`config.mk`:
```
export PLATFORM = sky130hd
export DESIGN_NAME = wb_sram_arbiter
export DESIGN_NICKNAME = d
export VERILOG_FILES = /design/src/rtl/wb_pkg.sv /design/src/rtl/wb_outstanding_ctr.sv /design/src/rtl/wb_sram_arbiter.sv
export SDC_FILE = /design/constraint.sdc
export NUM_CORES = 1
export LEC_CHECK = 0
export CAP_MARGIN = 20
export CORE_AREA = 2 2 95 97
export DETAILED_ROUTE_END_ITERATION = 10
export DIE_AREA = 0 0 97 99
export GPL_ROUTABILITY_DRIVEN = 0
export HOLD_SLACK_MARGIN = 0.15
export PLACE_DENSITY = 0.62
export SKIP_CTS_REPAIR_TIMING = 1
export SLEW_MARGIN = 25
export SYNTH_ARGS = -nofsm -noshare
export SYNTH_HDL_FRONTEND = slang
export SYNTH_HIERARCHICAL = 1
export SYNTH_SLANG_ARGS = --single-unit
export TNS_END_PERCENT = 5
```
`constraint.sdc`:
```
create_clock -name clk_i -period 3.9 [get_ports clk_i]
set_input_delay 0.585 -clock clk_i [delete_from_list [all_inputs] [get_ports clk_i]]
set_output_delay 0.585 -clock clk_i [all_outputs]
set_load 0.01 [all_outputs]
```
`src/rtl/wb_pkg.sv`:
```
// Shared encodings for the two-master Wishbone SRAM arbiter: FSM states and master ids.
package wb_pkg;

    localparam logic [1:0] S_IDLE  = 2'd0;
    localparam logic [1:0] S_BUSY  = 2'd1;
    localparam logic [1:0] S_DRAIN = 2'd2;

    typedef enum logic [1:0] {
        ST_IDLE  = S_IDLE,
        ST_BUSY  = S_BUSY,
        ST_DRAIN = S_DRAIN
    } state_e;

    typedef enum logic {
        MID_A = 1'b0,
        MID_B = 1'b1
    } mid_e;

endpackage

```
`src/rtl/wb_outstanding_ctr.sv`:
```
// Tracks issued-but-unacknowledged slave transfers; an ack with nothing outstanding is ignored.
module wb_outstanding_ctr #(
    parameter int MAXOUT = 4,
    parameter int CBITS  = 3
) (
    input  logic             clk_i,
    input  logic             rst_ni,
    input  logic             inc_i,
    input  logic             dec_i,
    output logic [CBITS-1:0] count_o,
    output logic             full_o,
    output logic             zero_o
);

    logic [CBITS-1:0] count_q, count_d;
    logic             dec_ok;

    always_comb begin
        dec_ok  = dec_i & (count_q != '0);
        count_d = count_q;
        if (inc_i & ~dec_ok)
            count_d = count_q + 1'b1;
        else if (~inc_i & dec_ok)
            count_d = count_q - 1'b1;
    end

    always_ff @(posedge clk_i or negedge rst_ni) begin
        if (!rst_ni)
            count_q <= '0;
        else
            count_q <= count_d;
    end

    assign count_o = count_q;
    assign full_o  = (count_q == CBITS'(MAXOUT));
    assign zero_o  = (count_q == '0);

endmodule

```
`src/rtl/wb_sram_arbiter.sv`:
```
// Round-robin arbiter sharing one pipelined Wishbone SRAM slave between masters A and B.
// The owner keeps the slave for its whole cyc; acks left over after cyc drops are drained.
module wb_sram_arbiter
    import wb_pkg::*;
#(
    parameter int WIDTH  = 32,
    parameter int SBITS  = 10,
    parameter int MAXOUT = 4,
    parameter int CBITS  = 3
) (
    input  logic             clk_i,
    input  logic             rst_ni,
    input  logic             a_cyc_i,
    input  logic             a_stb_i,
    input  logic             a_we_i,
    input  logic             a_bst_i,
    input  logic [SBITS-1:0] a_adr_i,
    input  logic [WIDTH-1:0] a_dat_i,
    output logic             a_stall_o,
    output logic             a_ack_o,
    output logic [WIDTH-1:0] a_dat_o,
    input  logic             b_cyc_i,
    input  logic             b_stb_i,
    input  logic             b_we_i,
    input  logic             b_bst_i,
    input  logic [SBITS-1:0] b_adr_i,
    input  logic [WIDTH-1:0] b_dat_i,
    output logic             b_stall_o,
    output logic             b_ack_o,
    output logic [WIDTH-1:0] b_dat_o,
    output logic             s_cyc_o,
    output logic             s_stb_o,
    output logic             s_we_o,
    output logic             s_bst_o,
    output logic [SBITS-1:0] s_adr_o,
    output logic [WIDTH-1:0] s_dat_o,
    input  logic             s_ack_i,
    input  logic [WIDTH-1:0] s_dat_i
);

    state_e state_q, state_d;
    mid_e   owner_q, owner_d;
    mid_e   last_q,  last_d;

    logic             a_req, b_req, busy, own_sel_b;
    logic             own_cyc, own_stb, own_stall, issue, drained;
    logic [CBITS-1:0] count;
    logic             full, zero;

    assign a_req     = a_cyc_i & a_stb_i;
    assign b_req     = b_cyc_i & b_stb_i;
    assign busy      = (state_q == ST_BUSY);
    assign own_sel_b = (owner_q == MID_B);

    assign own_cyc   = own_sel_b ? b_cyc_i : a_cyc_i;
    assign own_stb   = own_sel_b ? b_stb_i : a_stb_i;
    // A same-cycle ack frees a slot, so a full pipeline can still accept a new transfer.
    assign own_stall = full & ~s_ack_i;
    assign issue     = busy & own_cyc & own_stb & ~own_stall;
    assign drained   = zero | ((count == CBITS'(1)) & s_ack_i);

    wb_outstanding_ctr #(
        .MAXOUT (MAXOUT),
        .CBITS  (CBITS)
    ) u_ctr (
        .clk_i   (clk_i),
        .rst_ni  (rst_ni),
        .inc_i   (issue),
        .dec_i   (s_ack_i),
        .count_o (count),
        .full_o  (full),
        .zero_o  (zero)
    );

    always_comb begin
        state_d = state_q;
        owner_d = owner_q;
        last_d  = last_q;
        case (state_q)
            ST_IDLE: begin
                if (a_req | b_req) begin
                    state_d = ST_BUSY;
                    if (a_req & b_req)
                        owner_d = (last_q == MID_A) ? MID_B : MID_A;
                    else
                        owner_d = a_req ? MID_A : MID_B;
                end
            end
            ST_BUSY: begin
                if (!own_cyc) begin
                    state_d = drained ? ST_IDLE : ST_DRAIN;
                    if (drained)
                        last_d = owner_q;
                end
            end
            ST_DRAIN: begin
                if (drained) begin
                    state_d = ST_IDLE;
                    last_d  = owner_q;
                end
            end
            default: state_d = ST_IDLE;
        endcase
    end

    always_ff @(posedge clk_i or negedge rst_ni) begin
        if (!rst_ni) begin
            state_q <= ST_IDLE;
            owner_q <= MID_A;
            last_q  <= MID_B;
        end else begin
            state_q <= state_d;
            owner_q <= owner_d;
            last_q  <= last_d;
        end
    end

    assign s_cyc_o   = (state_q != ST_IDLE);
    assign s_stb_o   = issue;
    assign s_we_o    = own_sel_b ? b_we_i  : a_we_i;
    assign s_bst_o   = own_sel_b ? b_bst_i : a_bst_i;
    assign s_adr_o   = own_sel_b ? b_adr_i : a_adr_i;
    assign s_dat_o   = own_sel_b ? b_dat_i : a_dat_i;

    assign a_stall_o = ~(busy & ~own_sel_b) | own_stall;
    assign b_stall_o = ~(busy &  own_sel_b) | own_stall;
    assign a_ack_o   = s_ack_i & busy & ~own_sel_b;
    assign b_ack_o   = s_ack_i & busy &  own_sel_b;
    assign a_dat_o   = s_dat_i;
    assign b_dat_o   = s_dat_i;

endmodule

```
; ---- Yosys cells after proc, flatten, opt, wreduce, memory -nomap -nowiden
; Index checks and enable logic that the tools add are counted.
[totals]
ff_bits = 7
in_bits = 127
out_inout_bits = 114
[classes]
addsub = 2
n_eq_ne = 7
mux = 19
n_bitwise = 27
n_reduce_logical = 9
[op_table]
columns = cell, n
row1 = $mux W32, 1
row2 = $and A1 B1 Y1, 16
row3 = $mux W10, 1
row4 = $mux W1, 9
row5 = $mux W2, 4
row6 = $not A1 Y1, 7
row7 = $mux W3, 2
row8 = $ne A2 B2 Y1 const B, 3
row9 = $pmux W2 S3, 1
row10 = $reduce_bool A2 Y1, 3
row11 = $or A1 B1 Y1, 4
row12 = $reduce_and A2 Y1, 2
row13 = $add A3 B1 Y3 const B, 1
row14 = $eq A3 B1 Y1 const B, 1
row15 = $eq A3 B3 Y1 const B, 1
row16 = $logic_not A3 Y1, 1
row17 = $reduce_and A3 Y1, 1
row18 = $reduce_bool A3 Y1, 1
row19 = $sub A3 B1 Y3 const B, 1
row20 = $eq A2 B1 Y1 const B, 1
row21 = $eq A2 B2 Y1 const B, 1
row22 = $logic_not A2 Y1, 1
row23 = $pmux W1 S2, 1

; ---- Longest topological paths before layout
[logic_depth]
word_depth = 8
depth_mapped = 10

; ---- Cells and area by module
; The synthesis kept the hierarchy.
[modules_own_cells]
columns = module, n_inst, cells_each, area_per_inst_um2, seq_area_each_um2
row1 = wb_sram_arbiter, 1, 150, 1312.5, 101.3
row2 = wb_outstanding_ctr, 1, 14, 171.4, 75.1

; ---- Worst setup path after synthesis
; OpenSTA, ideal clock, no wires.
[synth_path]
kind = register -> register
from = register state_q[1]
to = register u_ctr.count_q[2], in the netlist u_ctr/count_o[2]
arrival_time_ns = 2.005
required_time_ns = 3.821
setup_slack_ns = 1.816
path_stages_with_launch = 10
path_buffers = 0
cell_sequence = dfrtp_1 -> and2b_1 -> a21boi_2 -> and2_1 -> ha_1 -> inv_1 -> fa_1 -> xor2_1 -> nor2_1 -> xor2_1
[synth_between]
elab_chain_len = 7
[synth_lines]
columns = item, line_no
row1 = start: declaration, wb_sram_arbiter.sv:41  ; state_e state_q, state_d;
row2 = start signal: assignment, wb_sram_arbiter.sv:112  ; state_q <= state_d;
row3 = $eq A2 B1 Y1 (*), wb_sram_arbiter.sv:52  ; assign busy = (state_q == ST_BUSY);
row4 = $and A1 B1 Y1 (*) (3 in series), wb_sram_arbiter.sv:59  ; assign issue = busy & own_cyc & own_stb & ~own_stall;
row5 = net s_stb_o, wb_sram_arbiter.sv:32  ; output logic s_stb_o,
row6 = $not A1 Y1, wb_outstanding_ctr.sv:23  ; else if (~inc_i & dec_ok)
row7 = $and A1 B1 Y1, wb_outstanding_ctr.sv:23
row8 = $reduce_bool A2 Y1 (no source line), -
row9 = end signal: assignment, wb_outstanding_ctr.sv:31  ; count_q <= count_d;
row10 = end: declaration, wb_outstanding_ctr.sv:15  ; logic [CBITS-1:0] count_q, count_d;
; Mark *: on every way through the listed nets, which the timed path passes. The rest lies on a longest branch.
; A chain may end at the register's enable or synchronous reset.

; ---- Final worst setup path
[layout_path]
from = input a_cyc_i
to = output s_stb_o
[layout_between]
elab_chain_len = 4
[layout_lines]
columns = item, line_no
row1 = start: declaration, wb_sram_arbiter.sv:13  ; input logic a_cyc_i,
row2 = $mux W1, wb_sram_arbiter.sv:55  ; assign own_cyc = own_sel_b ? b_cyc_i : a_cyc_i;
row3 = $and A1 B1 Y1 (3 in series), wb_sram_arbiter.sv:59
row4 = end: declaration, wb_sram_arbiter.sv:32
; No other way between the ends.

==> metrics list <==
- The run finished with clean final reports.
* Unrepaired setup endpoints after global routing: false
- Initial Utilization: 17.4%
* Most numerous cell in the Yosys netlist: sky130_fd_sc_hd__buf_4
* Critical path endpoint category: output port
- For the final routed database, the setup TNS stands at 0 ns.
- The analysis attributes to cell leakage a power of 0.000974 uW.
* Routed length per placed instance: 13.2 um
* Worst min-delay path category: reg -> reg
- Clock net sink count: 7
- Worst hold path stage count: 1
- Fraction of registers with async set or reset after synthesis: 100%
- No sink is reached through more buffers than the 2 on the longest clock path.
- The count of nets left with antenna violations once routing finished came out at 0.
* I/O Pins: 241
* Post-synth EDFFs: 0
- Die H: 99 um
- Number of CTS-inserted buffers: 3
* Final period util: 71.2%
- Across all layers, the routed design uses 1346 vias.
- Worst endpoint required time: 3.31 ns
- Synthesis produced 164 cells.
* Origin of the critical flop-to-flop path: state_q[1]$_DFFE_PN0P_
- After detailed routing, the number of vias per cell comes to 3.82.
- Sorting the synthesized cells by how often they occur yields 64 x sky130_fd_sc_hd__buf_4, 45 x sky130_fd_sc_hd__mux2_2, 6 x sky130_fd_sc_hd__dfrtp_1.
- Grt total ovfl: 0
- In the post-synthesis netlist, the biggest area contributors are sky130_fd_sc_hd__mux2_2 34%, sky130_fd_sc_hd__buf_4 32%, sky130_fd_sc_hd__dfrtp_1 10%, sky130_fd_sc_hd__dfstp_2 1.8%, sky130_fd_sc_hd__buf_2 1.7%.
- Once detailed placement completed, the half-perimeter wirelength came to 3.97 mm.
* Worst slew margin relative to its limit: 72.9%
- Worst setup path class: in -> out
- Port Buf Inserts: 144
* Die outline area: 9600 um^2
* Number of diodes added for antenna fixing: 0
- Dominant register cell in the synthesized netlist: sky130_fd_sc_hd__dfrtp_1
- The first global-routing pass estimated 7.27 mm of wire.
- Mapped Area: 1480 um^2
- Of the synthesized area, sequential elements account for 11.9%.
* Fraction of layout cells with a size suffix above 1: 22.1%
- First-pass detailed-route iteration total: 4
* Uppermost signal routing layer after detailed routing: met4
- Setup violations remaining at the end of the flow were counted as 0.
* Capture endpoint of the worst hold path: u_ctr/count_o[2]$_DFFE_PN0P_
- In this run the number of H-tree levels came out at 1.
* Largest vdd supply drop: 0.000247 V
* Number of cells on the worst reg-to-reg path: 9
- During synthesis, Yosys emitted a total of 6 warnings.
- Number of register bits inferred by synthesis: 7
* Wire length on met3: 489 um
* Die width: 97 um
- The startpoint identified for the worst hold timing path is u_ctr/count_o[2]$_DFFE_PN0P_.
- Global routing consumed, over all layers together, 9.00% of the routing resources.
* Internal reg-to-reg setup slack: 1.67 ns
* Kind of start point of the critical path: primary input
- TritonCTS built the clock tree.
* Crit Path Max Fanout: 4
- Number of global-route vias before repair: 1428
- Average footprint of a synthesized cell: 9.05 um^2
- Cells fill 30.5% of the core in the end.
- Pin count of the biggest net entering global routing: 25
- After detailed routing, the number of remaining DRC violations is 0.
- On the final layout, the worst hold slack is 0.530 ns.
* Final routed wirelength across all metal layers: 4.66 mm
- Number of pins with negative max-slew slack in the final report: 0
- The area growth from synthesis to layout is 75.5%.
* DRT met1 WL: 1.88 mm
- At the worst endpoint, the arrival time is 2.19 ns.
- Top achievable clock speed: 360 MHz
* Met2 wirelength from detailed routing: 2.21 mm
* Count of routing violations after the opening detailed-route iteration: 18
- The smallest clock period supported by the final layout is computed as 2.78 ns.
* Clock Skews: 0.00390 ns
* Post-synthesis cell type count: 33
- In this run the critical register-to-register path is captured at u_ctr/count_o[2]$_DFFE_PN0P_.
- For the worst-skew pair, the clock arrives at the later sink with an insertion delay of 0.22 ns.
- Clock root buffer master: sky130_fd_sc_hd__clkbuf_8
- Summed over all instances, the cell type with the most area after synthesis is sky130_fd_sc_hd__mux2_2.
* Site Rows: 34
- At the pin with the least slew margin, the transition time is 0.406 ns.
* Number of antenna violations at the first check in global routing: 0
- Across the run, the number of max-cap violations was 0.
* Portion of synthesized cell area occupied by the leading cell type: 34.1%
- CTS clock-pin slew for the worst setup and hold paths: 0.04 ns
- Syn_nets: 293
* Count of final hold-check violations: 0
- Power per standard cell area: 485 nW/um^2
- Core area: 8550 um^2
- Nets@finish: 374
==> state kept, by name (all words and copies together) (netlist names) <==
register,cells
own_sel_b,1
state_q,2
u_ctr/count_o,3
last_q,1
==> routing by layer <==
layer  GRT usage, %  vias to the layer above
li1               -                      654
met1           10.8                      592
met2           15.0                       92
met3           3.48                        8
met4           2.60                        0
met5              0                        -
==> worst max path at each step <==
stage,startpoint,to,cells after the start
final,a_cyc_i,s_stb_o,5
after CTS,a_cyc_i,s_stb_o,5
after detailed placement,a_cyc_i,s_stb_o,5
after floorplan,state_q[1]$_DFFE_PN0P_,u_ctr/count_o[2]$_DFFE_PN0P_,9
after global routing,a_cyc_i,s_stb_o,5
after global placement,a_cyc_i,s_stb_o,5
==> cell families after synthesis <==
family,share of synthesized area [%]
buffers and inverters,35.8
multiplexers,34.8
AND/OR/NAND/NOR,8.01
AO/OA/AOI/OAI,5.48
flip-flops,11.9
XOR/XNOR,1.77
adder cells (fa/ha/maj),2.19
==> power breakdown <==
group          internal (uW)  switching [uW]  total (uW)
combinational            624             352         975
sequential               110            79.6         190
clock                   70.5            28.8        99.3
total                    804             460        1260
==> cell usage in the layout, fill, tap and decap left out, drive strengths merged, types with 2 or more instances in the layout <==
cell type and n:
clkdlybuf4s50 144, mux2 45, dfrtp 6, nand2 5, nor2 4, inv 4
clkbuf 4, a211oi 3, nand2b 2, and3 2, nand3 2, buf 2
xor2 2
==> critical path, stage by stage <==
cell,delay (ns)
sky130_fd_sc_hd__clkdlybuf4s50_1,0.53
sky130_fd_sc_hd__nand2_1,0.08
sky130_fd_sc_hd__o21ai_0,0.24
sky130_fd_sc_hd__and2_1,0.20
sky130_fd_sc_hd__clkdlybuf4s50_1,0.55
==> cell type report <==
type	instances	area, um^2
inverters	4	15.0
well taps	108	135
repair buffers	146	1460
fillers	918	5950
flip-flops and latches	7	178
clock buffers	4	45.0
multi-input cells	83	776
==> stage by stage <==
stage	setup slack [ns]	total power, uW	instances	instance area (um^2)
finish	1.12	1260	352	2610
global route	1.01	1350	352	2610
CTS	1.10	1280	352	2610
detailed placement	1.11	1170	348	2560
global placement	1.14	1170	348	2560
floorplan	1.82	762	164	1480
(Power assumes the default switching activity.)
